<file path="src/rtl/axi4_lite_slave_access_scheduler_pkg.sv">
// Shared types for the AXI4-Lite slave access scheduler: FSM states, grant
// encoding, response codes and the ready-delay clamp.
package Axi4LiteGlobalsPkg;

  localparam int unsigned MAX_DELAY_VALUE = 15;
  localparam int unsigned DELAY_CNT_WIDTH = $clog2(MAX_DELAY_VALUE + 1);

  typedef enum logic [1:0] {
    StIdle   = 2'd0,
    StWait   = 2'd1,
    StAccess = 2'd2,
    StResp   = 2'd3
  } sched_state_e;

  typedef enum logic {
    GrantRead  = 1'b0,
    GrantWrite = 1'b1
  } sched_grant_e;

  typedef enum logic [1:0] {
    BrespOkay   = 2'b00,
    BrespExokay = 2'b01,
    BrespSlverr = 2'b10,
    BrespDecerr = 2'b11
  } brespEnum;

  typedef enum logic [1:0] {
    RrespOkay   = 2'b00,
    RrespExokay = 2'b01,
    RrespSlverr = 2'b10,
    RrespDecerr = 2'b11
  } rrespEnum;

  function automatic brespEnum bresp_from_err(input logic err);
    return err ? BrespSlverr : BrespOkay;
  endfunction

  function automatic rrespEnum rresp_from_err(input logic err);
    return err ? RrespSlverr : RrespOkay;
  endfunction

endpackage

</file>
<file path="src/rtl/axi4_lite_slave_access_scheduler_counter.sv">
// Ready-delay countdown: loads a clamped delay at grant and counts down to zero.
module axi4_lite_ready_delay_counter
  import Axi4LiteGlobalsPkg::*;
#(
  parameter int unsigned DELAY_WIDTH = 5
) (
  input  logic                   clk_i,
  input  logic                   rst_i,
  input  logic                   load_i,
  input  logic [DELAY_WIDTH-1:0] delay_i,
  input  logic                   dec_i,
  output logic                   zero_o
);

  logic [DELAY_CNT_WIDTH-1:0] cnt_q, cnt_d;
  logic [31:0]                delay_ext;

  always_comb begin
    delay_ext = 32'(delay_i);
    cnt_d     = cnt_q;
    if (load_i) begin
      cnt_d = (delay_ext > MAX_DELAY_VALUE) ? DELAY_CNT_WIDTH'(MAX_DELAY_VALUE)
                                            : DELAY_CNT_WIDTH'(delay_ext);
    end else if (dec_i && (cnt_q != '0)) begin
      cnt_d = cnt_q - 1'b1;
    end
  end

  always_ff @(posedge clk_i or posedge rst_i) begin
    if (rst_i) begin
      cnt_q <= '0;
    end else begin
      cnt_q <= cnt_d;
    end
  end

  assign zero_o = (cnt_q == '0);

endmodule

</file>
<file path="src/rtl/axi4_lite_slave_access_scheduler.sv">
// AXI4-Lite slave front end that serialises reads and writes onto one shared
// register port, with a programmable delay before the address/data ready.
module axi4_lite_slave_access_scheduler
  import Axi4LiteGlobalsPkg::*;
#(
  parameter int unsigned ADDRESS_WIDTH = 32,
  parameter int unsigned DATA_WIDTH    = 32,
  parameter int unsigned DELAY_WIDTH   = 5
) (
  input  logic                       aclk,
  input  logic                       areset,
  input  logic                       awvalid,
  input  logic [ADDRESS_WIDTH-1:0]   awaddr,
  input  logic [2:0]                 awprot,
  output logic                       awready,
  input  logic                       wvalid,
  input  logic [DATA_WIDTH-1:0]      wdata,
  input  logic [DATA_WIDTH/8-1:0]    wstrb,
  output logic                       wready,
  output logic                       bvalid,
  output logic [1:0]                 bresp,
  input  logic                       bready,
  input  logic                       arvalid,
  input  logic [ADDRESS_WIDTH-1:0]   araddr,
  input  logic [2:0]                 arprot,
  output logic                       arready,
  output logic                       rvalid,
  output logic [DATA_WIDTH-1:0]      rdata,
  output logic [1:0]                 rresp,
  input  logic                       rready,
  input  logic [DELAY_WIDTH-1:0]     delay_for_ready,
  output logic                       mem_req,
  output logic                       mem_we,
  output logic [ADDRESS_WIDTH-1:0]   mem_addr,
  output logic [DATA_WIDTH-1:0]      mem_wdata,
  output logic [DATA_WIDTH/8-1:0]    mem_wstrb,
  output logic [2:0]                 mem_prot,
  input  logic [DATA_WIDTH-1:0]      mem_rdata,
  input  logic                       mem_err
);

  sched_state_e              state_q;
  sched_grant_e              grant_q, last_grant_q, grant_d;
  logic [ADDRESS_WIDTH-1:0]  addr_q;
  logic [DATA_WIDTH-1:0]     wdata_q;
  logic [DATA_WIDTH/8-1:0]   wstrb_q;
  logic [2:0]                prot_q;
  logic [DATA_WIDTH-1:0]     rdata_q;
  logic                      err_q;

  logic wr_pend, rd_pend, start, cnt_zero, ready_fire, resp_done;
  brespEnum bresp_val;
  rrespEnum rresp_val;

  // A write is only eligible once both address and data are offered.
  assign wr_pend = awvalid && wvalid;
  assign rd_pend = arvalid;
  assign start   = (state_q == StIdle) && (wr_pend || rd_pend);

  always_comb begin
    grant_d = GrantRead;
    if (wr_pend && rd_pend) begin
      grant_d = (last_grant_q == GrantWrite) ? GrantRead : GrantWrite;
    end else if (wr_pend) begin
      grant_d = GrantWrite;
    end
  end

  axi4_lite_ready_delay_counter #(
    .DELAY_WIDTH(DELAY_WIDTH)
  ) u_delay_counter (
    .clk_i  (aclk),
    .rst_i  (areset),
    .load_i (start),
    .delay_i(delay_for_ready),
    .dec_i  (state_q == StWait),
    .zero_o (cnt_zero)
  );

  assign ready_fire = (state_q == StWait) && cnt_zero;
  assign resp_done  = (state_q == StResp) &&
                      ((grant_q == GrantWrite) ? bready : rready);

  always_ff @(posedge aclk or posedge areset) begin
    if (areset) begin
      state_q      <= StIdle;
      grant_q      <= GrantRead;
      last_grant_q <= GrantRead;
      addr_q       <= '0;
      wdata_q      <= '0;
      wstrb_q      <= '0;
      prot_q       <= '0;
      rdata_q      <= '0;
      err_q        <= 1'b0;
    end else begin
      unique case (state_q)
        StIdle: begin
          if (start) begin
            grant_q <= grant_d;
            state_q <= StWait;
          end
        end
        StWait: begin
          if (cnt_zero) begin
            if (grant_q == GrantWrite) begin
              addr_q  <= awaddr;
              wdata_q <= wdata;
              wstrb_q <= wstrb;
              prot_q  <= awprot;
            end else begin
              addr_q  <= araddr;
              wstrb_q <= '0;
              prot_q  <= arprot;
            end
            state_q <= StAccess;
          end
        end
        StAccess: begin
          rdata_q <= mem_rdata;
          err_q   <= mem_err;
          state_q <= StResp;
        end
        StResp: begin
          if (resp_done) begin
            last_grant_q <= grant_q;
            state_q      <= StIdle;
          end
        end
        default: state_q <= StIdle;
      endcase
    end
  end

  assign awready   = ready_fire && (grant_q == GrantWrite);
  assign wready    = ready_fire && (grant_q == GrantWrite);
  assign arready   = ready_fire && (grant_q == GrantRead);

  assign mem_req   = (state_q == StAccess);
  assign mem_we    = mem_req && (grant_q == GrantWrite);
  assign mem_addr  = addr_q;
  assign mem_wdata = wdata_q;
  assign mem_wstrb = wstrb_q;
  assign mem_prot  = prot_q;

  assign bvalid    = (state_q == StResp) && (grant_q == GrantWrite);
  assign rvalid    = (state_q == StResp) && (grant_q == GrantRead);
  assign bresp_val = bvalid ? bresp_from_err(err_q) : BrespOkay;
  assign rresp_val = rvalid ? rresp_from_err(err_q) : RrespOkay;
  assign bresp     = bresp_val;
  assign rresp     = rresp_val;
  assign rdata     = rvalid ? rdata_q : '0;

endmodule

</file>
<file path="config.mk">
export PLATFORM = sky130hd
export DESIGN_NAME = axi4_lite_slave_access_scheduler
export DESIGN_NICKNAME = d
export VERILOG_FILES = /design/src/rtl/axi4_lite_slave_access_scheduler_pkg.sv /design/src/rtl/axi4_lite_slave_access_scheduler_counter.sv /design/src/rtl/axi4_lite_slave_access_scheduler.sv
export SDC_FILE = /design/constraint.sdc
export NUM_CORES = 1
export LEC_CHECK = 0
export CORE_UTILIZATION = 36
export DETAILED_ROUTE_END_ITERATION = 8
export PLACE_DENSITY = 0.79
export SLEW_MARGIN = 20
export SYNTH_ARGS = -nofsm -noshare
export SYNTH_HDL_FRONTEND = slang
export SYNTH_HIERARCHICAL = 1
export SYNTH_SLANG_ARGS = --single-unit
</file>
<file path="constraint.sdc">
create_clock -name aclk -period 3.6 [get_ports aclk]
set_clock_uncertainty 0.2 [all_clocks]
set_input_delay 0.36 -clock aclk [delete_from_list [all_inputs] [get_ports aclk]]
set_output_delay 0.36 -clock aclk [all_outputs]
set_load 0.1 [all_outputs]
</file>
==> metrics.txt, run 1 <==
via count=3,920; max frequency=312 MHz; Fin. Hold Viols=0; worst hold slack=0.106 ns; worst path cell trace=inv_1, ha_1, nor3b_1, and3_4, buf_12; minimum clock period=3.21 ns; port buffer count=262; Starting Density=0.376; fin worst setup slack=0.393 ns; row count=42; Max transition margin=0.321; pre-CTS setup slack=0.774 ns; share of cells above drive strength 1=0.203; met2 routed WL=6.81 mm; M1 wire length=5.11 mm; vias in the first global route=4,210; Crit. Startpoint=u_delay_counter/cnt_q[1]; Reg clk slew, reported paths=0.08 ns; drt wl/cell=15.9 µm; First-pass DRT Iterations=5; most common cell after layout, fill and taps aside=clkdlybuf4s50_1; Hold Crit Class=in -> async; die footprint=14,500 µm²; nets=811; status=finished clean; Clock Sink Count=112; Worst EP arrival=2.65 ns; crit start category=register; CTS tree=done; largest net degree at the start of global routing=75; worst-margin pin slew=1.02 ns; syn_area_per_cell=12.5 µm²; Slew Viols, Final=0; Area growth, synth to finish=67.3%; Max FO, Critical Path=38; clk_lat worst skew=0.35 ns; antenna violations before repair=0; Yosys cell types=35; Mapped Area=5060 µm²; WL final=13.3 mm; Yosys reg bits=112; Routed Antenna Nets=0; fin cells=836; hold_buf cts=0; CP required=3.04 ns; crit path kind=reg -> out; total CTS buffers=9; CP peak stage delay=0.74 ns; most frequent cells in the layout=clkdlybuf4s50_1 (221), dfrtp_1 (111), mux2_2 (41), nand2_1 (39), o21ai_0 (39); CP endpoint kind=output port; Core Region=13,500 µm²; synth warn=6; # placed instances=820; H-Tree Depth=3; RSZ-0062 raised after global routing=no; Residual DRC=0; cell count after synthesis=403; top layer reached by signal wires=met4; Vias/cell=4.69; clock buffer depth=2; GR Overflow Total=0; cts repair resizes=0; Tcrit/Tclk final=0.891; CTS root buffer=clkbuf_16; Post-CTS Setup Inserts=0; Max Cap Violations=0; met3 wire len=1.03 mm; Final setup viols=0; sequential area share after synthesis=0.554; flop2flop setup slack=0.83 ns; die width=121 µm; Die Y=121 µm; first-pass GRT wire length=20.9 mm; Slowest-stage cell, CP=and3_4; setup_tns=0 ns; HPWL after detailed placement=10.1 mm; diode count=0; GRT Resource Usage Total=0.188; GP Congestion=0.801; worst flop-to-flop path startpoint=u_delay_counter/cnt_q[1]; 1st-iter DRT viols=147; Boundary Pins=265; # fillers=1,057
## worst paths after layout
path,end,depth (start not counted)
max in group asynchronous,mem_wdata[17],3
setup reg to reg,mem_wdata[27],5
min in group aclk,mem_addr[22],2
hold reg to reg,mem_addr[22],2
setup / recovery,wready,5
hold / removal,u_delay_counter/cnt_q[3],2
## worst max-delay path: cells and delay by family (launching register included)
kind,cells,cell delay (ns)
AND/OR/NAND/NOR,2,1.34
flip-flops,1,0.41
buffers and inverters,2,0.33
adder cells (fa/ha/maj),1,0.20
## cell type report
cell class                 count  area [µm²]  area share
clock buffer                   9         225      0.0266
clock inverter                 7        76.3     0.00902
inverter                       8        32.5     0.00385
multi-input combinational    257        2070       0.244
sequential                   112        2800       0.332
tap                          176         220      0.0260
timing repair buffer         267        3030       0.359
## state kept, by name (all words and copies together) (netlist names)
register and count:
mem_wdata 32, rdata_q 32, grant_q 1, state_q 2, mem_prot 3, u_delay_counter/cnt_q 4
mem_addr 32, last_grant_q 1, err_q 1, mem_wstrb 4
## cell usage after synthesis
cell	count	area, µm²
dfrtp_1	112	2800
mux2_2	41	462
nand2_1	40	150
o21ai_0	39	195
mux2i_1	36	360
and2_1	35	219
mux2_4	25	375
buf_2	10	50.1
clkbuf_1	8	30.0
inv_1	8	30.0
nor2_1	6	22.5
buf_6	5	56.3
ha_1	5	62.6
a21oi_1	4	20.0
a22o_1	4	35.0
a31oi_1	3	18.8
buf_4	3	22.5
nor2b_1	2	12.5
a211oi_1	1	7.51
a311o_1	1	10.0
a32oi_1	1	8.76
and3_1	1	6.26
and3_4	1	11.3
and4b_2	1	11.3
buf_1	1	3.75
conb_1	1	3.75
nand2b_1	1	6.26
nand3_1	1	5.00
nand3b_1	1	7.51
nor3_1	1	5.00
nor3b_1	1	7.51
nor4_1	1	6.26
o41a_1	1	11.3
or3_1	1	6.26
or4b_4	1	13.8
## per-layer routing
metal  global-route usage  up-vias
met5                    0        -
met4               0.0802        0
met3               0.0500       21
met2                0.334      179
met1                0.210     1838
li1                     -     1882
## metrics by stage
stage | area [µm²] | util
floorplan | 5060 | -
global placement | 8160 | 0.606
detailed placement | 8160 | 0.606
CTS | 8460 | 0.629
global route | 8460 | 0.629
finish | 8460 | 0.629
## kinds of logic after synthesis
logic type,Yosys count,share of synthesized area
fa+ha+maj,5,0.0124
other cells,1,0.000742
mux,102,0.237
flops,112,0.554
compound gates,54,0.0606
simple gates,94,0.0970
buf+inv,35,0.0381
Power of run 1 is not shown: default switching activity piles up to over one toggle a cycle in this logic, so the estimate is an artifact.
==> run 2: changes to the inputs <==
--- a/config.mk
+++ b/config.mk
@@ -5,9 +5,10 @@
 export SDC_FILE = /design/constraint.sdc
 export NUM_CORES = 1
 export LEC_CHECK = 0
-export CORE_UTILIZATION = 36
+export CORE_UTILIZATION = 39
 export DETAILED_ROUTE_END_ITERATION = 8
-export PLACE_DENSITY = 0.79
+export DONT_BUFFER_PORTS = 1
+export PLACE_DENSITY = 0.57
 export SLEW_MARGIN = 20
 export SYNTH_ARGS = -nofsm -noshare
 export SYNTH_HDL_FRONTEND = slang
==> run 2 against run 1 <==
Flip-flop and latch count unchanged. Hold slack worse by 0.094 ns. Via count fell by 15%. Register-to-register slack better by 0.16 ns. Maximum frequency rose by 12%. Sequential share of layout area up 9.6 points. Critical path type unchanged. Highest routed layer unchanged.
==> metrics.txt, run 2 (synthesis results as in run 1) <==
status=finished clean; Worst Hold Path EP=mem_prot[0]; Area growth, synth to finish=29.8%; HPWL after detailed placement=7.70 mm (-24%); Core Region=12,600 µm² (-6.2%); setup_tns=0 ns (unchanged); Max FO, Critical Path=25 (-34%); Residual DRC=0 (unchanged); Die Y=116 µm (-3.9%); worst-margin pin slew=1.05 ns (+0.0348 ns); CP peak stage delay=0.49 ns (-0.25 ns); crit path kind=reg -> out; Starting Density=0.401 (+0.0248); clock buffer depth=2 (unchanged); Post-CTS Setup Inserts=0 (unchanged); via count=3,349 (-15%); met2 routed WL=5.68 mm (-17%); Tcrit/Tclk final=0.796 (-0.0948); GP Congestion=0.740 (-7.6%); CP required=3.04 ns (about the same); # fillers=1,095 (+3.6%); worst path cell trace=inv_1, ha_1, nor3b_1, buf_4, and3_4, buf_12; first-pass GRT wire length=17.2 mm (-18%); drt wl/cell=16.8 µm (+5.6%); M1 wire length=4.63 mm (-9.3%); CTS tree=done; Slowest-stage cell, CP=and3_4; share of cells above drive strength 1=0.260 (+0.0572); GRT Resource Usage Total=0.170 (-0.0173); WL final=11.5 mm (-13%); CP bufs+invs=3 (+1); max frequency=349 MHz (+12%); 1st-iter DRT viols=153 (+4.1%); family with the most delay on the worst path=simple AND/OR/NAND/NOR gates; total CTS buffers=9 (unchanged); Min-Delay Startpoint=arprot[0]; Slew Viols, Final=0 (unchanged); Fin. Hold Viols=0 (unchanged); Hold Crit Class=in -> reg; crit start category=register; RSZ-0062 raised after global routing=no; clk_lat worst skew=0.35 ns (about the same); antenna violations before repair=0 (unchanged); r2r worst-path depth=7 (+2); reg2reg end=mem_wdata[1]; die width=116 µm (-3.9%); port buffer count=0 (-100%); Reg clk slew, reported paths=0.07 ns (about the same); top layer reached by signal wires=met4; most frequent cells in the layout=dfrtp_1 (111), dlygate4sd3_1 (79), buf_4 (42), mux2_2 (41); Crit. Startpoint=u_delay_counter/cnt_q[0]; vias in the first global route=3,371 (-20%); cts repair resizes=0 (unchanged); diode count=0 (unchanged); GR Overflow Total=0 (unchanged); hold-critical path depth=2; most common cell after layout, fill and taps aside=dfrtp_1; Max transition margin=0.302 (-0.0186); flop2flop setup slack=0.99 ns (+0.16 ns); CP endpoint kind=output port; row count=41 (-2.4%); Clock Sink Count=112 (unchanged); Routed Antenna Nets=0 (unchanged); worst flop-to-flop path startpoint=u_delay_counter/cnt_q[0]; H-Tree Depth=3 (unchanged); Vias/cell=4.87 (+4.0%); met3 wire len=1.07 mm (+4.1%); critical path depth in cells=6 (+1); Max Cap Violations=0 (unchanged); Worst EP arrival=2.31 ns (-0.34 ns); die footprint=13,400 µm² (-7.6%); hold_buf cts=79 (+79); minimum clock period=2.87 ns (-0.341 ns); Final setup viols=0 (unchanged); nets=666 (-18%); First-pass DRT Iterations=4 (-1); largest net degree at the start of global routing=75 (unchanged); Boundary Pins=265 (unchanged); CTS root buffer=clkbuf_16
run 2: cell count changes in the layout (fill, tap and decap cells not counted), sizes merged:
cell	before	now
clkinvlp	1	2
clkinv	2	3
inv	11	9
dlygate4sd3	0	79
clkdlybuf4s50	221	0
buf	46	43
run 2: worst max-delay path by stage:
| stage | end | slack, ns |
|---|---|---|
| after floorplan | err_q | 0.19 |
| after global placement | mem_wdata[1] | 1.13 |
| after detailed placement | mem_wdata[3] | 1.02 |
| after CTS | awready | 0.72 |
| after global routing | awready | 0.62 |
| final | awready | 0.73 |
run 2: final cells by class:
cell class	count	area (µm²)	share of cell area
clock buffer	9	225	0.0343
clock inverter	7	80.1	0.0122
inverter	8	32.5	0.00496
multi-input combinational	257	2080	0.317
sequential	112	2800	0.427
tap	172	215	0.0328
timing repair buffer	122	1130	0.172
run 2: layer usage:
layer / track usage / up-vias
li1: - / 1592
met1: 0.197 / 1576
met2: 0.290 / 174
met3: 0.0706 / 7
met4: 0.0462 / 0
met5: 0 / -
run 2: per-stage QoR:
step	utilization	hold slack, ns	cells	setup WS, ns	cell area, µm²
final	0.520	0.0120	687	0.734	6560
after global routing	0.520	0.00646	687	0.625	6560
after CTS	0.520	0.000663	687	0.720	6560
after detailed placement	0.433	-0.0600	592	1.02	5470
after global placement	0.433	-0.0604	592	1.13	5470
after floorplan	-	-0.0739	404	0.194	5060
Power of run 2 is left out for the same reason.
==> patch: new RTL, flow settings as in run 2 <==
Encoding of `sched_state_e`: now one-hot (4 bits for 4 states).
--- a/src/rtl/axi4_lite_slave_access_scheduler_pkg.sv
+++ b/src/rtl/axi4_lite_slave_access_scheduler_pkg.sv
@@ -6,9 +6,9 @@
   localparam int unsigned DELAY_CNT_WIDTH = $clog2(MAX_DELAY_VALUE + 1);
 
-  typedef enum logic [1:0] {
-    StIdle   = 2'd0,
-    StWait   = 2'd1,
-    StAccess = 2'd2,
-    StResp   = 2'd3
+  typedef enum logic [3:0] {
+    StIdle   = 4'b0001,
+    StWait   = 4'b0010,
+    StAccess = 4'b0100,
+    StResp   = 4'b1000
   } sched_state_e;
 
Check against the original RTL: same outputs for any inputs over 4 cycles, from zero or initial values and one cycle with areset high; so few cycles prove little.
==> patch against run 2 <==
- the flow now stops in 4_1_cts
- synthesized area rose by 1.5%
==> patch: results (changes against run 2) <==
| Metric | Value |
|---|---|
| Status | aborted with a tool error |
| Fail Step | 4_1_cts |
| Tool Error | [ERROR RSZ-0060] Max buffer count reached. |
| Post-synth ARST share | 100% (unchanged) |
| Gpl congestion | 0.771 (+4.2%) |
| CTS buffer count | 17 (+8) |
| DP Cell Count | 601 (+1.5%) |
| Synth area leaders | dfrtp_1 (55%), mux2i_1 (7.8%), mux2_2 (7.7%) |
| Post-CTS Hold Buffers | 128 (+62%) |
| Mapped Cells | 412 (+2.2%) |
| Seq/Total Area, Yosys | 55.6% (+0.19 points) |
| DP Wirelength | 7.86 mm (+2.1%) |
| Most frequent cells after synthesis | dfrtp_1 (113), a21oi_1 (73), mux2i_1 (40) |
| Post-CTS setup buffers | 0 (unchanged) |
| Max Root-Sink Buffers | 2 (unchanged) |
| Clk sink count | 114 (+1.8%) |
| Yosys cell types | 35 (unchanged) |
| Post-CTS Resized | 0 (unchanged) |
| PortBufs | 0 (unchanged) |
| Htree depth | 4 (+1) |
| Number of warnings issued by yosys | 6 (unchanged) |
| Clock root buffer | clkbuf_16 |
| Synth Flop Type | dfrtp_1 |
patch: per-stage QoR:
step	instance area, µm²	worst slack, ns	util, %	hold WS (ns)
3_3_place_gp	5560	0.973	43.7	-0.0575
2_1_floorplan	5130	0.0482	-	-0.0739
3_5_place_dp	5560	0.917	43.7	-0.0532
patch: kinds of logic after synthesis:
family	share of synthesized area, %
AOI/OAI and AO/OA	8.75
adders and majority gates	0.244
buffers and inverters	4.75
DFF	55.6
muxes	22.1
other	0.0731
and+or+nand+nor	8.49
